$ cat src/rtl/axil_reg_slice.sv
// axil_reg_slice: AXI4-Lite register slice with per-channel buffers, outstanding limits and counters
// Ports: s_* face the upstream master (AW/W/AR in, B/R out); m_* mirror them toward the register-file slave;
//        wr_outstanding/rd_outstanding count transactions accepted on AW/AR whose response has not gone upstream.
module axil_reg_slice_buf #(
  parameter int DEPTH = 2,
  parameter int W     = 32
) (
  input  logic         clk,
  input  logic         rst_n,
  input  logic [W-1:0] push_data,
  input  logic         push_valid,
  output logic         push_ready,
  output logic [W-1:0] pop_data,
  output logic         pop_valid,
  input  logic         pop_ready
);
  if (DEPTH == 0) begin : g_pass
    assign pop_data   = push_data;
    assign pop_valid  = push_valid;
    assign push_ready = pop_ready;
  end else begin : g_fifo
    localparam int PW = DEPTH > 1 ? $clog2(DEPTH) : 1;
    localparam int CW = $clog2(DEPTH + 1);
    localparam logic [PW-1:0] LAST = PW'(DEPTH - 1);
    localparam logic [CW-1:0] FULL = CW'(DEPTH);
    logic [W-1:0]  mem_q [DEPTH];
    logic [W-1:0]  mem_d [DEPTH];
    logic [PW-1:0] rd_q, rd_d, wr_q, wr_d;
    logic [CW-1:0] cnt_q, cnt_d;
    logic          push, pop;
    // ready comes from the count register alone, so a full buffer stays not-ready in its pop cycle
    assign push_ready = cnt_q < FULL;
    assign pop_valid  = cnt_q != '0;
    assign pop_data   = mem_q[rd_q];
    always_comb begin
      push  = push_valid && push_ready;
      pop   = pop_valid && pop_ready;
      mem_d = mem_q;
      if (push) mem_d[wr_q] = push_data;
      wr_d  = push ? (wr_q == LAST ? '0 : wr_q + 1'b1) : wr_q;
      rd_d  = pop ? (rd_q == LAST ? '0 : rd_q + 1'b1) : rd_q;
      cnt_d = cnt_q + CW'(push) - CW'(pop);
    end
    always_ff @(posedge clk or negedge rst_n) begin
      if (!rst_n) begin
        mem_q <= '{default: '0};
        rd_q  <= '0;
        wr_q  <= '0;
        cnt_q <= '0;
      end else begin
        mem_q <= mem_d;
        rd_q  <= rd_d;
        wr_q  <= wr_d;
        cnt_q <= cnt_d;
      end
    end
  end
endmodule

module axil_reg_slice #(
  parameter int ADDR_WIDTH = 32,
  parameter int DATA_WIDTH = 32,
  parameter int STRB_WIDTH = DATA_WIDTH / 8,
  parameter int AW_DEPTH   = 2,
  parameter int W_DEPTH    = 2,
  parameter int B_DEPTH    = 2,
  parameter int AR_DEPTH   = 2,
  parameter int R_DEPTH    = 2,
  parameter int MAX_WR_OUT = 4,
  parameter int MAX_RD_OUT = 4,
  parameter int CNT_WIDTH  = 8
) (
  input  logic                  clk,
  input  logic                  rst_n,
  input  logic [ADDR_WIDTH-1:0] s_awaddr,
  input  logic                  s_awvalid,
  output logic                  s_awready,
  input  logic [DATA_WIDTH-1:0] s_wdata,
  input  logic [STRB_WIDTH-1:0] s_wstrb,
  input  logic                  s_wvalid,
  output logic                  s_wready,
  output logic [1:0]            s_bresp,
  output logic                  s_bvalid,
  input  logic                  s_bready,
  input  logic [ADDR_WIDTH-1:0] s_araddr,
  input  logic                  s_arvalid,
  output logic                  s_arready,
  output logic [DATA_WIDTH-1:0] s_rdata,
  output logic [1:0]            s_rresp,
  output logic                  s_rvalid,
  input  logic                  s_rready,
  output logic [ADDR_WIDTH-1:0] m_awaddr,
  output logic                  m_awvalid,
  input  logic                  m_awready,
  output logic [DATA_WIDTH-1:0] m_wdata,
  output logic [STRB_WIDTH-1:0] m_wstrb,
  output logic                  m_wvalid,
  input  logic                  m_wready,
  input  logic [1:0]            m_bresp,
  input  logic                  m_bvalid,
  output logic                  m_bready,
  output logic [ADDR_WIDTH-1:0] m_araddr,
  output logic                  m_arvalid,
  input  logic                  m_arready,
  input  logic [DATA_WIDTH-1:0] m_rdata,
  input  logic [1:0]            m_rresp,
  input  logic                  m_rvalid,
  output logic                  m_rready,
  output logic [CNT_WIDTH-1:0]  wr_outstanding,
  output logic [CNT_WIDTH-1:0]  rd_outstanding
);
  localparam logic [CNT_WIDTH-1:0] WR_MAX = CNT_WIDTH'(MAX_WR_OUT);
  localparam logic [CNT_WIDTH-1:0] RD_MAX = CNT_WIDTH'(MAX_RD_OUT);
  logic                 aw_push_ready, ar_push_ready, wr_ok, rd_ok;
  logic [CNT_WIDTH-1:0] wr_cnt_q, wr_cnt_d, rd_cnt_q, rd_cnt_d;

  function automatic logic [CNT_WIDTH-1:0] step_cnt(logic [CNT_WIDTH-1:0] c, logic inc, logic dec);
    return (inc && !dec) ? (&c ? c : c + 1'b1) : (!inc && dec) ? (c == '0 ? c : c - 1'b1) : c;
  endfunction

  // the limit gates both the upstream ready and the buffer push so a blocked beat is never stored
  assign wr_ok     = (MAX_WR_OUT == 0) || (wr_cnt_q < WR_MAX);
  assign rd_ok     = (MAX_RD_OUT == 0) || (rd_cnt_q < RD_MAX);
  assign s_awready = aw_push_ready && wr_ok;
  assign s_arready = ar_push_ready && rd_ok;
  assign wr_outstanding = wr_cnt_q;
  assign rd_outstanding = rd_cnt_q;

  always_comb begin
    wr_cnt_d = step_cnt(wr_cnt_q, s_awvalid && s_awready, s_bvalid && s_bready);
    rd_cnt_d = step_cnt(rd_cnt_q, s_arvalid && s_arready, s_rvalid && s_rready);
  end

  always_ff @(posedge clk or negedge rst_n) begin
    if (!rst_n) begin
      wr_cnt_q <= '0;
      rd_cnt_q <= '0;
    end else begin
      wr_cnt_q <= wr_cnt_d;
      rd_cnt_q <= rd_cnt_d;
    end
  end

  axil_reg_slice_buf #(.DEPTH(AW_DEPTH), .W(ADDR_WIDTH)) u_aw (
    .clk(clk), .rst_n(rst_n),
    .push_data(s_awaddr), .push_valid(s_awvalid && wr_ok), .push_ready(aw_push_ready),
    .pop_data(m_awaddr), .pop_valid(m_awvalid), .pop_ready(m_awready)
  );

  axil_reg_slice_buf #(.DEPTH(W_DEPTH), .W(DATA_WIDTH + STRB_WIDTH)) u_w (
    .clk(clk), .rst_n(rst_n),
    .push_data({s_wdata, s_wstrb}), .push_valid(s_wvalid), .push_ready(s_wready),
    .pop_data({m_wdata, m_wstrb}), .pop_valid(m_wvalid), .pop_ready(m_wready)
  );

  axil_reg_slice_buf #(.DEPTH(B_DEPTH), .W(2)) u_b (
    .clk(clk), .rst_n(rst_n),
    .push_data(m_bresp), .push_valid(m_bvalid), .push_ready(m_bready),
    .pop_data(s_bresp), .pop_valid(s_bvalid), .pop_ready(s_bready)
  );

  axil_reg_slice_buf #(.DEPTH(AR_DEPTH), .W(ADDR_WIDTH)) u_ar (
    .clk(clk), .rst_n(rst_n),
    .push_data(s_araddr), .push_valid(s_arvalid && rd_ok), .push_ready(ar_push_ready),
    .pop_data(m_araddr), .pop_valid(m_arvalid), .pop_ready(m_arready)
  );

  axil_reg_slice_buf #(.DEPTH(R_DEPTH), .W(DATA_WIDTH + 2)) u_r (
    .clk(clk), .rst_n(rst_n),
    .push_data({m_rdata, m_rresp}), .push_valid(m_rvalid), .push_ready(m_rready),
    .pop_data({s_rdata, s_rresp}), .pop_valid(s_rvalid), .pop_ready(s_rready)
  );
endmodule

$ cat config.mk
export PLATFORM = sky130hd
export DESIGN_NAME = axil_reg_slice
export DESIGN_NICKNAME = d
export VERILOG_FILES = /design/src/rtl/axil_reg_slice.sv
export SDC_FILE = /design/constraint.sdc
export NUM_CORES = 1
export LEC_CHECK = 0
export ABC_CLOCK_PERIOD_IN_PS = 3230
export BUFFER_PORTS_ARGS = -buffer_cell sky130_fd_sc_hd__buf_2
export CORE_MARGIN = 4
export CORE_UTILIZATION = 47
export DETAILED_ROUTE_END_ITERATION = 12
export PLACE_DENSITY_LB_ADDON = 0.15
export SETUP_SLACK_MARGIN = 0.5
export SYNTH_ARGS = -nofsm -noshare
export SYNTH_HDL_FRONTEND = slang
export SYNTH_SLANG_ARGS = --single-unit
$ cat constraint.sdc
create_clock -name clk -period 3.23 [get_ports clk]
set_clock_uncertainty 0.15 [all_clocks]
set_input_delay 0.646 -clock clk [delete_from_list [all_inputs] [get_ports clk]]
set_output_delay 0.646 -clock clk [all_outputs]
set_load 0.05 [all_outputs]
==> key figures, run 1 <==
Floorplan
  – Die W: between 150 and 200 µm
  – Die ar.: about 0.032 mm²
  – CORE AREA: 0.02886 mm²
  – Die Ht: 179.5 µm
  – Starting Density: 0.4788
  – I/O Pins: 310
  – Row cnt: 62

Synth
  – Sequential area share after synthesis: 0.5579
  – Cell Area, Synth: roughly 0.014 mm²
  – Synth cell count leaders: mux2_2 (369), dfrtp_1 (308), mux2_1 (45)
  – Area share of the largest cell type after synthesis: 0.5579
  – Post-Syn Nets: between 1,000 and 1,500
  – Ys flop type: dfrtp_1
  – Most frequent cell after synthesis: mux2_2
  – Register bit total from synthesis: between 300 and 400
  – Cells after synthesis: roughly 940
  – Number of synthesis warnings: 0
  – Synthesized area per cell: 14.73 µm²
  – Netlist cell types: 40
  – EDFF count, synth: 0
  – Synth top area cells: dfrtp_1 (56%), mux2_2 (30%), mux2_1 (3.7%)
  – Leading area contributor after synthesis: dfrtp_1
  – FFs w/ async S/R, synth: 1.000

GRT
  – Gr ovfl total: 0
  – First-pass GRT wire length: 49,060 µm
  – GR Util met1: 0.2419
  – Initial antenna violation count: 4
  – Number of global-route vias before repair: about 9,200
  – Largest net degree at the start of global routing: 72
  – Grt peak-use layer: met2
  – Tot GR Track Use: 0.1819
  – Met3 global-route usage: 0.05457
  – Met2 Resource Use GR: 0.2932

CTS
  – Clock sinks: about 310
  – CTS buffer count: 35
  – Root buffer cell: clkbuf_16
  – Clock-pin slew on the worst setup and hold paths: around 0.060 ns
  – CTS H-Tree Depth: 2
  – Clock tree buffer depth: 3
  – Clk_lat worst skew: roughly 0.5 ns
  – CTS tree: built

Setup path
  – R2r worst-path depth: 10
  – WP data required: between 3 and 4 ns
  – Critical path depth: 10
  – Critical-path cell list: nor4_4, nor4b_4, nand2_4, buf_12, ha_4, o21ai_0, o21bai_1, a21oi_1, xnor2_1, mux2_4
  – Worst setup EP type: flip-flop
  – WP buf/inv: 1
  – Critical path type: flip-flop to flip-flop
  – Slowest stage cell, crit path: dfrtp_2
  – Type of origin of the critical path: flip-flop
  – Worst path max stage delay: 0.43 ns
  – CP Max Fanout: 6
  – Crit path DAT: 2.97 ns
  – Crit-path leading delay family: simple AND/OR/NAND/NOR gates

STA
  – Final hold vios: 0
  – Slew at the pin closest to its max-slew limit: 0.5903 ns
  – Worst setup margin: around 0.49 ns
  – Final period util: 0.8476
  – Max Clk Rate: approximately 370 MHz
  – Slew HR: 0.6064
  – Max Slew Vio Count: 0
  – RSZ-0062 raised after global routing: true
  – Setup Viol. Count Final: 0
  – Post-layout min period: about 2.7 ns
  – Post-Route Setup TNS: 0 ns

Run
  – MaxCap Viol Count: 0

Detailed routing
  – Via count: between 8,000 and 9,000
  – Vias/cell: 5.107
  – Drt drc: 0
  – Final WL: 29,980 µm
  – Antenna viol nets, final: 0
  – Initial drt markers: about 280
  – DRT Pass-1 Iters: 4
  – Avg WL per Cell: 17.78 µm

Final layout
  – Multi-input logic area: 0.006047 mm²
  – Proportion of layout cells with a drive suffix above 1: 0.6233
  – Fin nets: about 1,500
  – Area delta synth->final: 26.06%
  – Register Area: 0.007721 mm²
  – Design Area, Final: around 0.017 mm²
  – Fill count: around 2,300

Place
  – Gp weighted congestion: just under 0.8
  – Placed cell area: 0.01599 mm²
  – Port Buf Inserts: around 300
  – Post-Place Worst Slack: 0.2502 ns
  – Detailed placement HPWL: 20,320 µm

Run status
  – Status: finished clean

Min path
  – Worst min-delay path class: primary input to flip-flop
  – Cells on Worst Hold Path: 2
==> routing by layer <==
metal  up-vias  wire [µm]
li1       4023          -
met1      4323      13020
met2       212      14410
met3        51       1926
met4         2        603
met5         -         20
==> flip-flops by register name, indices dropped and copies added, names as in the netlist, 2 cells and up <==
signal             cells
rd_outstanding         8
u_ar.g_fifo.cnt_q      2
u_ar.g_fifo.mem_q     64
u_aw.g_fifo.cnt_q      2
u_aw.g_fifo.mem_q     64
u_b.g_fifo.cnt_q       2
u_b.g_fifo.mem_q       4
u_r.g_fifo.cnt_q       2
u_r.g_fifo.mem_q      68
u_w.g_fifo.cnt_q       2
u_w.g_fifo.mem_q      72
wr_outstanding         8
==> path summary, 6_finish.rpt <==
kind / slack [ns] / from / to
worst min-delay path: 0.22 / s_araddr[7] / u_ar.g_fifo.mem_q[7]
max in group asynchronous: 1.60 / rst_n / u_r.g_fifo.mem_q[49]
worst min register to register: 0.33 / u_ar.g_fifo.mem_q[38] / u_ar.g_fifo.mem_q[38]
worst max register to register: 0.49 / rd_outstanding[6] / rd_outstanding[6]
worst max-delay path: 0.49 / rd_outstanding[6] / rd_outstanding[6]
min in group asynchronous: 0.57 / rst_n / u_w.g_fifo.mem_q[49]
==> per-stage QoR <==
step	util	cells	hold WS [ns]
floorplan	-	938	0.2004
global placement	0.5542	1605	0.3175
detailed placement	0.5542	1605	0.3250
CTS	0.5956	1667	0.1940
global route	0.6035	1685	0.2057
finish	0.6035	1686	0.2206
==> worst reg2reg max path: cells and delay by family, from the launching register on <==
kind                       cells  cell delay, ns
xor gates and xnor gates       1            0.08
muxes                          1            0.26
and+or+nand+nor                3            0.78
DFF                            1            0.43
buffers and inverters          1            0.17
AOI/OAI and AO/OA              3            0.53
adders and majority gates      1            0.23
==> what timing repair did <==
item | 4_1_cts | 5_1_grt
buffers inserted | 3 | 15
endpoints found under the setup margin | 68 | 83
resized for setup | 7 | 16
pin swaps | 4 | 15
endpoints found under the hold margin | 32 | 0
hold buffers | 1 | 0
==> kinds of logic after synthesis <==
kind of cell | Yosys count | synth area share
muxes | 415 | 0.3382
DFF | 308 | 0.5579
buffers and inverters | 62 | 0.01838
and+or+nand+nor | 58 | 0.02373
AOI/OAI and AO/OA | 36 | 0.01657
xor gates and xnor gates | 34 | 0.02155
adders and majority gates | 25 | 0.02373
==> layout by cell type, fill, tap and decap left out, types with 11 or more instances in the layout <==
master	count
buf_2	308
buf_4	26
clkbuf_16	37
dfrtp_1	297
dfrtp_2	11
ha_1	17
inv_1	15
mux2_1	44
mux2_2	369
nand2_1	17
xnor2_1	21
xor2_1	13
==> cell type report <==
| cell class | count | share of cell area |
|---|---|---|
| repair buffers | 347 | 0.1128 |
| inverters | 17 | 0.004023 |
| well taps | 384 | 0.02759 |
| multi-input cells | 568 | 0.3472 |
| clock inverters | 9 | 0.005891 |
| clock buffers | 49 | 0.05862 |
| flip-flops and latches | 308 | 0.4433 |
| diodes | 4 | 0.0005747 |
Power of run 1 is left out: the tool's default activity adds up to more than one toggle a clock period on the data nets, which glitch-free logic cannot reach.
==> inputs of run 2 (changes only) <==
ABC_AREA = 1   (was not set)
ABC_CLOCK_PERIOD_IN_PS = 2440   (was 3230)
clock period = 2.44 ns   (was 3.23 ns; I/O delays follow)
==> run 2 against run 1 <==
- synthesized area grew 2.4%
- synthesized cell count grew 85%
- cell area grew 35%
- sequential share of layout area shrank 11 points
- register-to-register slack lost 0.47 ns
- global-route usage grew 5.7 points
- critical path depth grew 2
- hold slack lost 0.16 ns
==> key figures, run 2 <==
Final layout
  – Most frequent cells in the layout: nand2_1 (380), dfrtp_1 (293), nand2_4 (199), o21ai_0 (176), buf_2 (171)
  – Fin nets: 2,325 (+60%)
  – Most common cell after layout, fill and taps aside: nand2_1
  – Multi-input logic area: 0.007950 mm² (+31%)
  – Design Area, Final: 0.02346 mm² (+35%)
  – Max reg flops: 72 (unchanged)
  – Area delta synth->final: 65.78%
  – Most flop-heavy register: u_w.g_fifo.mem_q
  – Register Area: 0.007726 mm² (about the same)
  – Proportion of layout cells with a drive suffix above 1: 0.4703 (-0.1529)
  – Fill count: 1,741 (-26%)
  – Largest regs: u_w.g_fifo.mem_q x72, u_r.g_fifo.mem_q x68

Setup path
  – Setup crit start: rd_outstanding[3]
  – Worst setup EP type: flip-flop
  – CP Max Fanout: 6 (unchanged)
  – Critical path type: flip-flop to flip-flop
  – WP data required: 2.73 ns (-0.73 ns)
  – Critical R2R Launch: rd_outstanding[3]
  – Type of origin of the critical path: flip-flop
  – Crit path DAT: 2.71 ns (-0.26 ns)
  – Reg2Reg Setup Slack: 0.03 ns (-0.47 ns)

Floorplan
  – Die Ht: 181.5 µm (+1.1%)
  – CORE AREA: 0.02964 mm² (+2.7%)
  – Die W: 181.5 µm (+1.1%)
  – Die ar.: 0.03294 mm² (+2.3%)
  – I/O Pins: 310 (unchanged)
  – Row cnt: 63 (+1.6%)
  – Starting Density: 0.4774 (-0.001382)

Detailed routing
  – Antenna viol nets, final: 0 (unchanged)
  – Via count: 13,390 (+56%)
  – Drt drc: 0 (unchanged)
  – Initial drt markers: 981 (+250%)
  – Avg WL per Cell: 17.73 µm (-0.30%)
  – Final WL: 45,520 µm (+52%)
  – DRT Pass-1 Iters: 5 (+1)
  – Vias/cell: 5.215 (+2.1%)

CTS
  – Clock tree buffer depth: 3 (unchanged)
  – CTS buffer count: 35 (unchanged)
  – Clock-pin slew on the worst setup and hold paths: 0.06 ns (about the same)
  – CTS H-Tree Depth: 2 (unchanged)
  – Clk_lat worst skew: 0.50 ns (about the same)
  – Root buffer cell: clkbuf_16
  – CTS tree: built
  – Clock sinks: 308 (unchanged)

Synth
  – Synth cell count leaders: nand2_1 (726), dfrtp_1 (308), o21ai_0 (274)
  – Number of synthesis warnings: 0 (unchanged)
  – Cells after synthesis: 1,734 (+85%)
  – Cell Area, Synth: 0.01415 mm² (+2.4%)
  – Netlist cell types: 35 (-13%)
  – Register bit total from synthesis: 308 (unchanged)
  – Area share of the largest cell type after synthesis: 0.5447 (-0.01312)
  – Synthesized area per cell: 8.159 µm² (-45%)
  – Sequential area share after synthesis: 0.5447 (-0.01312)
  – Post-Syn Nets: 1,907 (+72%)
  – EDFF count, synth: 0 (unchanged)
  – Ys flop type: dfrtp_1
  – Leading area contributor after synthesis: dfrtp_1
  – FFs w/ async S/R, synth: 1.000 (unchanged)
  – Most frequent cell after synthesis: nand2_1
  – Synth top area cells: dfrtp_1 (54%), nand2_1 (19%), o21ai_0 (9.7%)

STA
  – Post-Route Setup TNS: 0 ns (unchanged)
  – Post-layout min period: 2.414 ns (-0.3232 ns)
  – Final hold vios: 0 (unchanged)
  – Final period util: 0.9895 (+0.1419)
  – Max Slew Vio Count: 0 (unchanged)
  – Slew HR: 0.6024 (-0.004035)
  – Max Clk Rate: 414.2 MHz (+13%)
  – RSZ-0062 raised after global routing: true
  – Slew at the pin closest to its max-slew limit: 0.5964 ns (+0.006052 ns)
  – Setup Viol. Count Final: 0 (unchanged)

GRT
  – First-pass GRT wire length: 65,380 µm (+33%)
  – Largest net degree at the start of global routing: 73 (+1.4%)
  – Initial antenna violation count: 4 (unchanged)
  – Number of global-route vias before repair: 12,840 (+39%)
  – Tot GR Track Use: 0.2385 (+0.05658)
  – Gr ovfl total: 0 (unchanged)

Place
  – Gp weighted congestion: 0.8343 (+6.8%)
  – Port Buf Inserts: 309 (unchanged)
  – Placed cell area: 0.01690 mm² (+5.7%)
  – Detailed placement HPWL: 23,840 µm (+17%)

Min path
  – Hold Path Origin: s_araddr[31]
  – Worst min-delay path class: primary input to flip-flop

Run
  – MaxCap Viol Count: 0 (unchanged)

Run status
  – Status: finished clean
-- run 2: cells by family (layout without fill, tap and decap cells) --
kind of cell,after synthesis,count (layout),synth area share
xor gates and xnor gates,27,27,0.01671
adders and majority gates,25,25,0.02317
DFF,308,308,0.5447
other,0,3,0
AOI/OAI and AO/OA,321,321,0.1203
buffers and inverters,272,713,0.07879
and+or+nand+nor,781,781,0.2163
-- run 2: final timing paths --
path,end,cells after the start
max,rd_outstanding[4],12
min,u_ar.g_fifo.mem_q[31],3
max reg2reg,rd_outstanding[4],12
min reg2reg,u_w.g_fifo.mem_q[18],2
max in group asynchronous,u_r.g_fifo.mem_q[11],3
min in group asynchronous,u_aw.g_fifo.mem_q[51],2
-- run 2: through the flow --
stage               utilization  setup WS [ns]  hold WS, ns  std cells
floorplan                     -        -0.1604      0.04241       1734
global placement         0.5702        0.03277       0.2415       2390
detailed placement       0.5702      0.0009766       0.2462       2390
CTS                      0.7091        0.08438      0.03364       2513
global route             0.7913       -0.06226      0.05875       2567
finish                   0.7914        0.02554      0.06165       2568
-- run 2: worst max-delay path, stage by stage, from the launching register on --
cell	delay, ns
dfrtp_2	0.39
or2_4	0.27
nor2_4	0.11
nand4_1	0.18
buf_12	0.21
buf_12	0.12
ha_4	0.29
buf_4	0.12
nand3_2	0.07
nand2_1	0.09
xor2_1	0.20
nand2_1	0.08
nand2_1	0.06
-- run 2: per-layer routing --
layer | share of wire | vias up | GRT usage
li1 | - | 6264 | -
met1 | 0.40 | 6579 | 0.3136
met2 | 0.52 | 453 | 0.3992
met3 | 0.063 | 95 | 0.05509
met4 | 0.024 | 2 | 0.06785
met5 | 0.00029 | - | 0
-- run 2: layout make-up --
cell class	count	share of cell area
clock inverter	9	0.005228
tap	390	0.02080
timing repair buffer	469	0.2293
antenna	3	0.0003201
clock buffer	51	0.04470
sequential	308	0.3294
multi-input combinational	1154	0.3390
inverter	184	0.03131
-- run 2: what timing repair did --
item                                    4_1_cts  5_1_grt
pin swaps                                   111      103
resized for setup                           576      485
hold endpoints to repair                     27        0
endpoints found under the setup margin      177      295
hold buffers                                  1        0
gates cloned                                 20       22
setup buffers                                42       30
Power of run 2 is left out for the same reason.
